### src/rtl/ac97_frame_receiver.sv
// ac97_frame_receiver
// Receive side of the AC'97 link. It deserialises SDATA_IN from the codec and
// recovers three things: the codec-ready flag from the tag, the register
// read-back address and data from slots 1 and 2, and the 20-bit left/right
// capture samples from slots 3 and 4. It also checks SYNC framing.
//
// Frame bit n is the SDATA_IN sample taken while the bit counter equals n.
// A sync rising edge always makes the current cycle bit 0 of a new frame.
// That holds whether the edge comes from IDLE, at the normal 255->0 wrap, or
// early in the middle of a frame. All outputs are registered.

module ac97_frame_receiver (
    input  logic        ac97_bitclk,
    input  logic        reset_n,
    input  logic        ac97_sync,
    input  logic        ac97_sdata_in,
    output logic        codec_ready,
    output logic [9:0]  slot_req,
    output logic [6:0]  status_addr,
    output logic [15:0] status_data,
    output logic        status_valid,
    output logic [19:0] pcm_left,
    output logic [19:0] pcm_right,
    output logic        pcm_valid,
    output logic        frame_error
);

    localparam logic [0:0] ST_IDLE = 1'b0;
    localparam logic [0:0] ST_RUN  = 1'b1;

    // Frame bit positions where the decoder acts on the just-completed word.
    localparam logic [7:0] BC_TAG_END   = 8'd15;
    localparam logic [7:0] BC_SLOT1_END = 8'd35;
    localparam logic [7:0] BC_SLOT2_END = 8'd55;
    localparam logic [7:0] BC_SLOT3_END = 8'd75;
    localparam logic [7:0] BC_SLOT4_END = 8'd95;
    localparam logic [7:0] BC_SYNC_LEN  = 8'd16;

    // Framing state
    logic [0:0]  state_q, state_d;
    logic [7:0]  bc_q, bc_d;
    logic        sync_q, sync_d;
    logic        err_seen_q, err_seen_d;

    // Data path: 19 stored bits plus the live input form the 20-bit word
    logic [18:0] shift_q, shift_d;
    logic [3:0]  gate_q, gate_d;        // tag[14:11]: slot 1..4 valid flags
    logic [6:0]  slot1_addr_q, slot1_addr_d;
    logic [9:0]  slot1_req_q, slot1_req_d;
    logic [19:0] slot3_q, slot3_d;

    // Output registers
    logic        codec_ready_q, codec_ready_d;
    logic [9:0]  slot_req_q, slot_req_d;
    logic [6:0]  status_addr_q, status_addr_d;
    logic [15:0] status_data_q, status_data_d;
    logic        status_valid_q, status_valid_d;
    logic [19:0] pcm_left_q, pcm_left_d;
    logic [19:0] pcm_right_q, pcm_right_d;
    logic        pcm_valid_q, pcm_valid_d;
    logic        frame_error_q, frame_error_d;

    // Combinational decode of the current cycle
    logic        sync_rise;
    logic        in_run;
    logic        resync;
    logic        missing_sync;
    logic        active;
    logic [7:0]  cur_bc;
    logic        sync_expect;
    logic        seen_eff;
    logic        sync_viol;
    logic [19:0] slot_word;

    // Classify this cycle: frame start, early resync, missing sync or plain bit
    always_comb begin
        sync_rise    = ac97_sync & ~sync_q;
        in_run       = (state_q == ST_RUN);
        // A rising edge in RUN while bc is not 0 means the previous frame was
        // cut short. bc reads 0 in RUN only after the 255->0 wrap.
        resync       = sync_rise & in_run & (bc_q != 8'd0);
        missing_sync = in_run & ~sync_rise & (bc_q == 8'd0);
        active       = sync_rise | (in_run & ~missing_sync);
        cur_bc       = sync_rise ? 8'd0 : bc_q;
        sync_expect  = (cur_bc < BC_SYNC_LEN);
        // The error-seen flag belongs to the previous frame on a start cycle.
        seen_eff     = sync_rise ? 1'b0 : err_seen_q;
        sync_viol    = active & (ac97_sync != sync_expect) & ~seen_eff;
        slot_word    = {shift_q, ac97_sdata_in};
    end

    // Next-state logic for framing, slot capture and outputs
    always_comb begin
        state_d        = state_q;
        bc_d           = bc_q;
        sync_d         = ac97_sync;
        err_seen_d     = err_seen_q;
        shift_d        = {shift_q[17:0], ac97_sdata_in};
        gate_d         = gate_q;
        slot1_addr_d   = slot1_addr_q;
        slot1_req_d    = slot1_req_q;
        slot3_d        = slot3_q;
        codec_ready_d  = codec_ready_q;
        slot_req_d     = slot_req_q;
        status_addr_d  = status_addr_q;
        status_data_d  = status_data_q;
        status_valid_d = 1'b0;
        pcm_left_d     = pcm_left_q;
        pcm_right_d    = pcm_right_q;
        pcm_valid_d    = 1'b0;
        frame_error_d  = resync | missing_sync | sync_viol;

        if (sync_rise) begin
            state_d = ST_RUN;
        end else if (missing_sync) begin
            state_d = ST_IDLE;
        end

        if (active) begin
            bc_d       = cur_bc + 8'd1;
            err_seen_d = seen_eff | sync_viol;
        end else begin
            bc_d       = 8'd0;
            err_seen_d = 1'b0;
        end

        if (missing_sync) begin
            codec_ready_d = 1'b0;
        end

        if (active) begin
            case (cur_bc)
                BC_TAG_END: begin
                    codec_ready_d = slot_word[15];
                    gate_d        = slot_word[14:11];
                end
                BC_SLOT1_END: begin
                    slot1_addr_d = slot_word[18:12];
                    slot1_req_d  = slot_word[11:2];
                end
                BC_SLOT2_END: begin
                    if (gate_q[3] && gate_q[2]) begin
                        status_addr_d  = slot1_addr_q;
                        slot_req_d     = slot1_req_q;
                        status_data_d  = slot_word[19:4];
                        status_valid_d = 1'b1;
                    end
                end
                BC_SLOT3_END: begin
                    slot3_d = slot_word;
                end
                BC_SLOT4_END: begin
                    if (gate_q[1] && gate_q[0]) begin
                        pcm_left_d  = slot3_q;
                        pcm_right_d = slot_word;
                        pcm_valid_d = 1'b1;
                    end
                end
                default: begin
                end
            endcase
        end
    end

    // State and output registers with asynchronous active-low reset
    always_ff @(posedge ac97_bitclk or negedge reset_n) begin
        if (!reset_n) begin
            state_q        <= ST_IDLE;
            bc_q           <= 8'd0;
            sync_q         <= 1'b0;
            err_seen_q     <= 1'b0;
            shift_q        <= 19'd0;
            gate_q         <= 4'd0;
            slot1_addr_q   <= 7'd0;
            slot1_req_q    <= 10'd0;
            slot3_q        <= 20'd0;
            codec_ready_q  <= 1'b0;
            slot_req_q     <= 10'd0;
            status_addr_q  <= 7'd0;
            status_data_q  <= 16'd0;
            status_valid_q <= 1'b0;
            pcm_left_q     <= 20'd0;
            pcm_right_q    <= 20'd0;
            pcm_valid_q    <= 1'b0;
            frame_error_q  <= 1'b0;
        end else begin
            state_q        <= state_d;
            bc_q           <= bc_d;
            sync_q         <= sync_d;
            err_seen_q     <= err_seen_d;
            shift_q        <= shift_d;
            gate_q         <= gate_d;
            slot1_addr_q   <= slot1_addr_d;
            slot1_req_q    <= slot1_req_d;
            slot3_q        <= slot3_d;
            codec_ready_q  <= codec_ready_d;
            slot_req_q     <= slot_req_d;
            status_addr_q  <= status_addr_d;
            status_data_q  <= status_data_d;
            status_valid_q <= status_valid_d;
            pcm_left_q     <= pcm_left_d;
            pcm_right_q    <= pcm_right_d;
            pcm_valid_q    <= pcm_valid_d;
            frame_error_q  <= frame_error_d;
        end
    end

    assign codec_ready  = codec_ready_q;
    assign slot_req     = slot_req_q;
    assign status_addr  = status_addr_q;
    assign status_data  = status_data_q;
    assign status_valid = status_valid_q;
    assign pcm_left     = pcm_left_q;
    assign pcm_right    = pcm_right_q;
    assign pcm_valid    = pcm_valid_q;
    assign frame_error  = frame_error_q;

endmodule

### config.mk
export PLATFORM = sky130hd
export DESIGN_NAME = ac97_frame_receiver
export DESIGN_NICKNAME = d
export VERILOG_FILES = /design/src/rtl/ac97_frame_receiver.sv
export SDC_FILE = /design/constraint.sdc
export NUM_CORES = 1
export LEC_CHECK = 0
export ABC_AREA = 1
export CAP_MARGIN = 10
export CORE_AREA = 2 2 100 102
export CTS_CLUSTER_SIZE = 24
export DETAILED_ROUTE_END_ITERATION = 8
export DIE_AREA = 0 0 102 104
export DONT_BUFFER_PORTS = 1
export PLACE_DENSITY_LB_ADDON = 0.12
export SLEW_MARGIN = 20
export SYNTH_ARGS = -nofsm -noshare
export SYNTH_HDL_FRONTEND = slang
export SYNTH_SLANG_ARGS = --single-unit
### constraint.sdc
create_clock -name ac97_bitclk -period 2.1 [get_ports ac97_bitclk]
set_clock_uncertainty 0.15 [all_clocks]
set_input_delay 0.21 -clock ac97_bitclk [delete_from_list [all_inputs] [get_ports ac97_bitclk]]
set_output_delay 0.21 -clock ac97_bitclk [all_outputs]
set_load 0.02 [all_outputs]
# == After elaboration in Yosys (flattened, before gate mapping) ==
# Cells that the tools add are included.
# totals
regBits,148
elab_cells,67
# op_classes
n_reduce_logical,10
n_addsub,1
n_mux,15
n_eq_ne,6
order_cmp,1
bitwise,16
# ops
op,n
$eq A8 B6 Y1 const B,2
$eq A8 B7 Y1 const B,2
$mux W8,2
$mux W1,13
$add A8 B1 Y8 const B,1
$and A1 B1 Y1,8
$eq A8 B4 Y1 const B,1
$logic_not A8 Y1,1
$lt A8 B5 Y1 const B,1
$reduce_bool A8 Y1,1
$reduce_and A2 Y1,3
$reduce_and A3 Y1,2
$not A1 Y1,4
$or A1 B1 Y1,4
$logic_and A1 B1 Y1,2
$reduce_bool A2 Y1,1
$ne A1 B1 Y1,1

# == Depth between registers and ports, before layout ==
# logic_depth
word_depth,12
ltp_mapped,12
ltp_nobuf,11

# == Worst setup path after synthesis ==
# No wires, ideal clock.
# synth_path
kind,reg-to-reg
start,register sync_q
end,register slot_req_q[0] (netlist: slot_req[0])
n_path_buf,1
period_less_slack_ns,1.865
required_time_ns,1.833
t_arrival_ns,1.598
path_stages_with_launch,12
setup_slack_ns,0.235
setup_time_ns,0.117
cell_sequence,dfrtp_1 -> nor2_1 -> nor2_1 -> ha_1 -> inv_1 -> nor2_1 -> nand2_1 -> nor2_4 -> nand2_2 -> buf_2 -> nand2_1 -> nand2_1
# synth_via
elab_chain_len,9
elab_cells_between_ends,11
# synth_rtl
element,line_no,text
"start, declared",42,"logic sync_q, sync_d;"
"start signal, assigned",189,sync_q <= sync_d;
$not A1 Y1 *,77,sync_rise = ac97_sync & ~sync_q;
$and A1 B1 Y1 *,77,
$not A1 Y1,82,missing_sync = in_run & ~sync_rise & (bc_q == 8'd0);
$and A1 B1 Y1 (2 in a row),82,
$not A1 Y1,83,active = sync_rise | (in_run & ~missing_sync);
$and A1 B1 Y1,83,
$or A1 B1 Y1,83,
$reduce_and A3 Y1 (no line) *,-,
"end signal, assigned",197,slot_req_q <= slot_req_d;
"end, declared",54,"logic [9:0] slot_req_q, slot_req_d;"
# Mark *: on every way between the ends. The rest lies on a longest branch, timed or not.
# A chain may end at the register's enable or synchronous reset.

# == Worst setup path in the final report ==
# layout_path
start,register sync_q
end,register slot_req_q[7] (netlist: slot_req[7])
# Same word-level chain as after synthesis.

==> impl_metrics.ini <==
[clock_tree]
cts_made_buffers = 17
root_buffer = clkbuf_8
post_cts_buffers = 0
clock-sinks = 148
cts.clk_slew.worst_paths_ns = 0.06
clock_latency_ns = 0.53
cts_tree = done
clockBufferDepth = 2
cts_htree_levels = 4

[drt]
wire_per_inst_um = 16.2
viasPerCell = 5.47
drtIter0Drc = 257
totalWireLength_um = 12600
drc_errors = 0
via_count = 4269
drtPass1Iterations = 4
ant_nets = 0

[synthesis]
yosysSeqAreaShare_pct = 63.8
synth-edff-count = 0
syn-cell-area_um2 = 5810
yosysUniqueCellTypes = 26
ys_async_sr_fraction_pct = 100
syn_nets = 635
synth-main-ff-cell = dfrtp_1
syn_area_per_cell_um2 = 9.22
yosysWarnings = 0
syn-instance-count = 630
ys_seq_elements = 148

[timing]
fin_tns_setup_ns = 0
drv_slew = 0
final-hold-violation-count = 148
slew_headroom_pct = 76.0
setup_viol = 0
period_needed_ns = 1.95
worst_pin_slew_ns = 0.359
period_share_pct = 92.7
timing.fmax_ghz = 0.514
rsz0062_at_grt = no
whs_ns = -0.775

[outcome]
violations = negative hold slack
status = finished, violations left

[grt]
grt_antenna_before_repair = 0
grt.total_usage_pct = 25.8
grt_first_pass_wirelength_um = 20900
grt_pass1_vias = 4032
overflow = 0
grt_max_degree = 149

[floorplan]
core_um2 = 9550
die_area_um2 = 10600
initial_core_util_pct = 60.8
ios = 81
die_x_um = 102
die_h_um = 104
rows = 36

[placement]
place.gp.congestion = 0.890
portBuffers = 0
dp_hpwl_um = 7900

[cells_and_area]
nets = 641
syn2layout_area_growth_pct = 13.1
nFillCells = 773
drive_gt1_share_pct = 9.72
diodes = 0

[setup_path]
cp-end-kind = flip-flop
start_kind = flip-flop
reg2reg_slack_ns = 0.15
crit_arrival_ns = 2.21
regToRegEndpoint = slot_req[7]
required_ns = 2.36
rr_worst_depth = 11
crit_fanout = 22
worstSetupPathType = flip-flop to flip-flop
r2r-start = sync_q

[pwr]
p_per_area_nw_per_um2 = 892
ir_worst_vdd_v = 0.000448
p_leak_nw = 3.61
total_power_w = 0.00585

[run]
cap_violations = 0

[worst_hold_path]
hp-class = input port to asynchronous set/reset pin
Yosys cell counts (2+ instances only):
cell type | instances | area [um^2]
nand2_1 | 258 | 968
dfrtp_1 | 148 | 3700
nand3_1 | 124 | 621
buf_2 | 31 | 155
nor2_1 | 25 | 93.8
inv_1 | 14 | 52.6
inv_2 | 3 | 11.3
a21oi_1 | 2 | 10.0
nand2_2 | 2 | 12.5
nand2_4 | 2 | 22.5
nand4_1 | 2 | 12.5
nor2_2 | 2 | 12.5
nor2_4 | 2 | 22.5
o21ai_0 | 2 | 10.0
o21ai_1 | 2 | 10.0
metal layers:
| metal | track usage [%] | share of wire (%) | vias up | routed length [um] |
|---|---|---|---|---|
| li1 | - | - | 2037 | - |
| met5 | 0 | 0 | - | 0 |
| met1 | 37.5 | 44 | 2073 | 5500 |
| met4 | 8.10 | 1.6 | 0 | 199 |
| met2 | 36.7 | 47 | 142 | 5970 |
| met3 | 9.07 | 7.6 | 17 | 960 |
worst max-delay path by stage:
stage,start,to,slack (ns)
floorplan,sync_q,slot_req[0],0.23
global placement,sync_q,slot_req[0],0.21
detailed placement,sync_q,slot_req[7],0.11
CTS,ac97_sync,slot_req[7],0.04
global route,sync_q,slot_req[7],0.02
finish,sync_q,slot_req[7],0.15
where the power goes:
group          internal (W)  switching (W)
clock network       0.00163        0.00115
registers           0.00289      0.0000583
logic             0.0000336      0.0000907
cell families (layout without fill, tap and decap cells):
kind of cell             Yosys count  count (layout)  synth area share, %
buffers and inverters             51              69                 4.16
AND/OR/NAND/NOR                  421             421                 30.9
flip-flops                       148             148                 63.8
AO/OA/AOI/OAI                      9               9                0.927
adder cells (fa/ha/maj)            1               1                0.215
per-stage QoR:
stage	instance area [um^2]	utilization (%)	setup slack (ns)	instances
2_1_floorplan	5810	-	0.235	630
3_3_place_gp	5970	62.5	0.211	747
3_5_place_dp	5970	62.5	0.113	747
4_1_cts	6540	68.4	0.0447	780
5_1_grt	6560	68.7	0.0188	781
6_report	6560	68.7	0.154	781
critical path, stage by stage, from the launching register on:
cell	delay, ns
dfrtp_1	0.35
nor2_1	0.07
nor2_1	0.15
ha_2	0.22
inv_1	0.07
nor2_2	0.15
nand2_1	0.11
nor2_4	0.16
nand2_2	0.07
buf_6	0.17
nand2_1	0.08
nand2_1	0.06
timing repair:
| action | in CTS | in global routing |
|---|---|---|
| endpoints found under the setup margin | 0 | 25 |
| hold endpoints to repair | 162 | 149 |
| hold buffers | 2 | 1 |
| resized for setup | 0 | 6 |
layout make-up:
class                      instances  area, um^2  area share (%)
multi-input combinational        431        1880            28.6
inverter                          17        63.8           0.972
clock inverter                    10        97.6            1.49
clock buffer                      21         449            6.84
sequential                       148        3700            56.4
tap                              133         166            2.54
timing repair buffer              21         204            3.11
cells in the final DEF (no fill, tap or decap), drive strengths merged:
cell            n
nand2         262
dfrtp         148
nand3         124
nor2           29
clkbuf         21
inv            20
buf            18
o21ai           5
clkinvlp        3
clkinv          3
nand4           2
a21oi           2
dlygate4sd3     2
nor3            2
a22oi           1
and3            1
a21boi          1
nand3b          1
ha              1
bufinv          1
dlymetal6s4s    1
state kept, by name, indices dropped and copies added, names as in the netlist:
name,count
err_seen_q,1
frame_error,1
pcm_left,20
status_valid,1
status_data,16
pcm_right,20
pcm_valid,1
codec_ready,1
shift_q,19
in_run,1
slot3_q,20
sync_q,1
slot1_addr_q,7
slot1_req_q,10
gate_q,4
slot_req,10
bc_q,8
status_addr,7
Note: power is estimated with default switching activity, not from simulation.
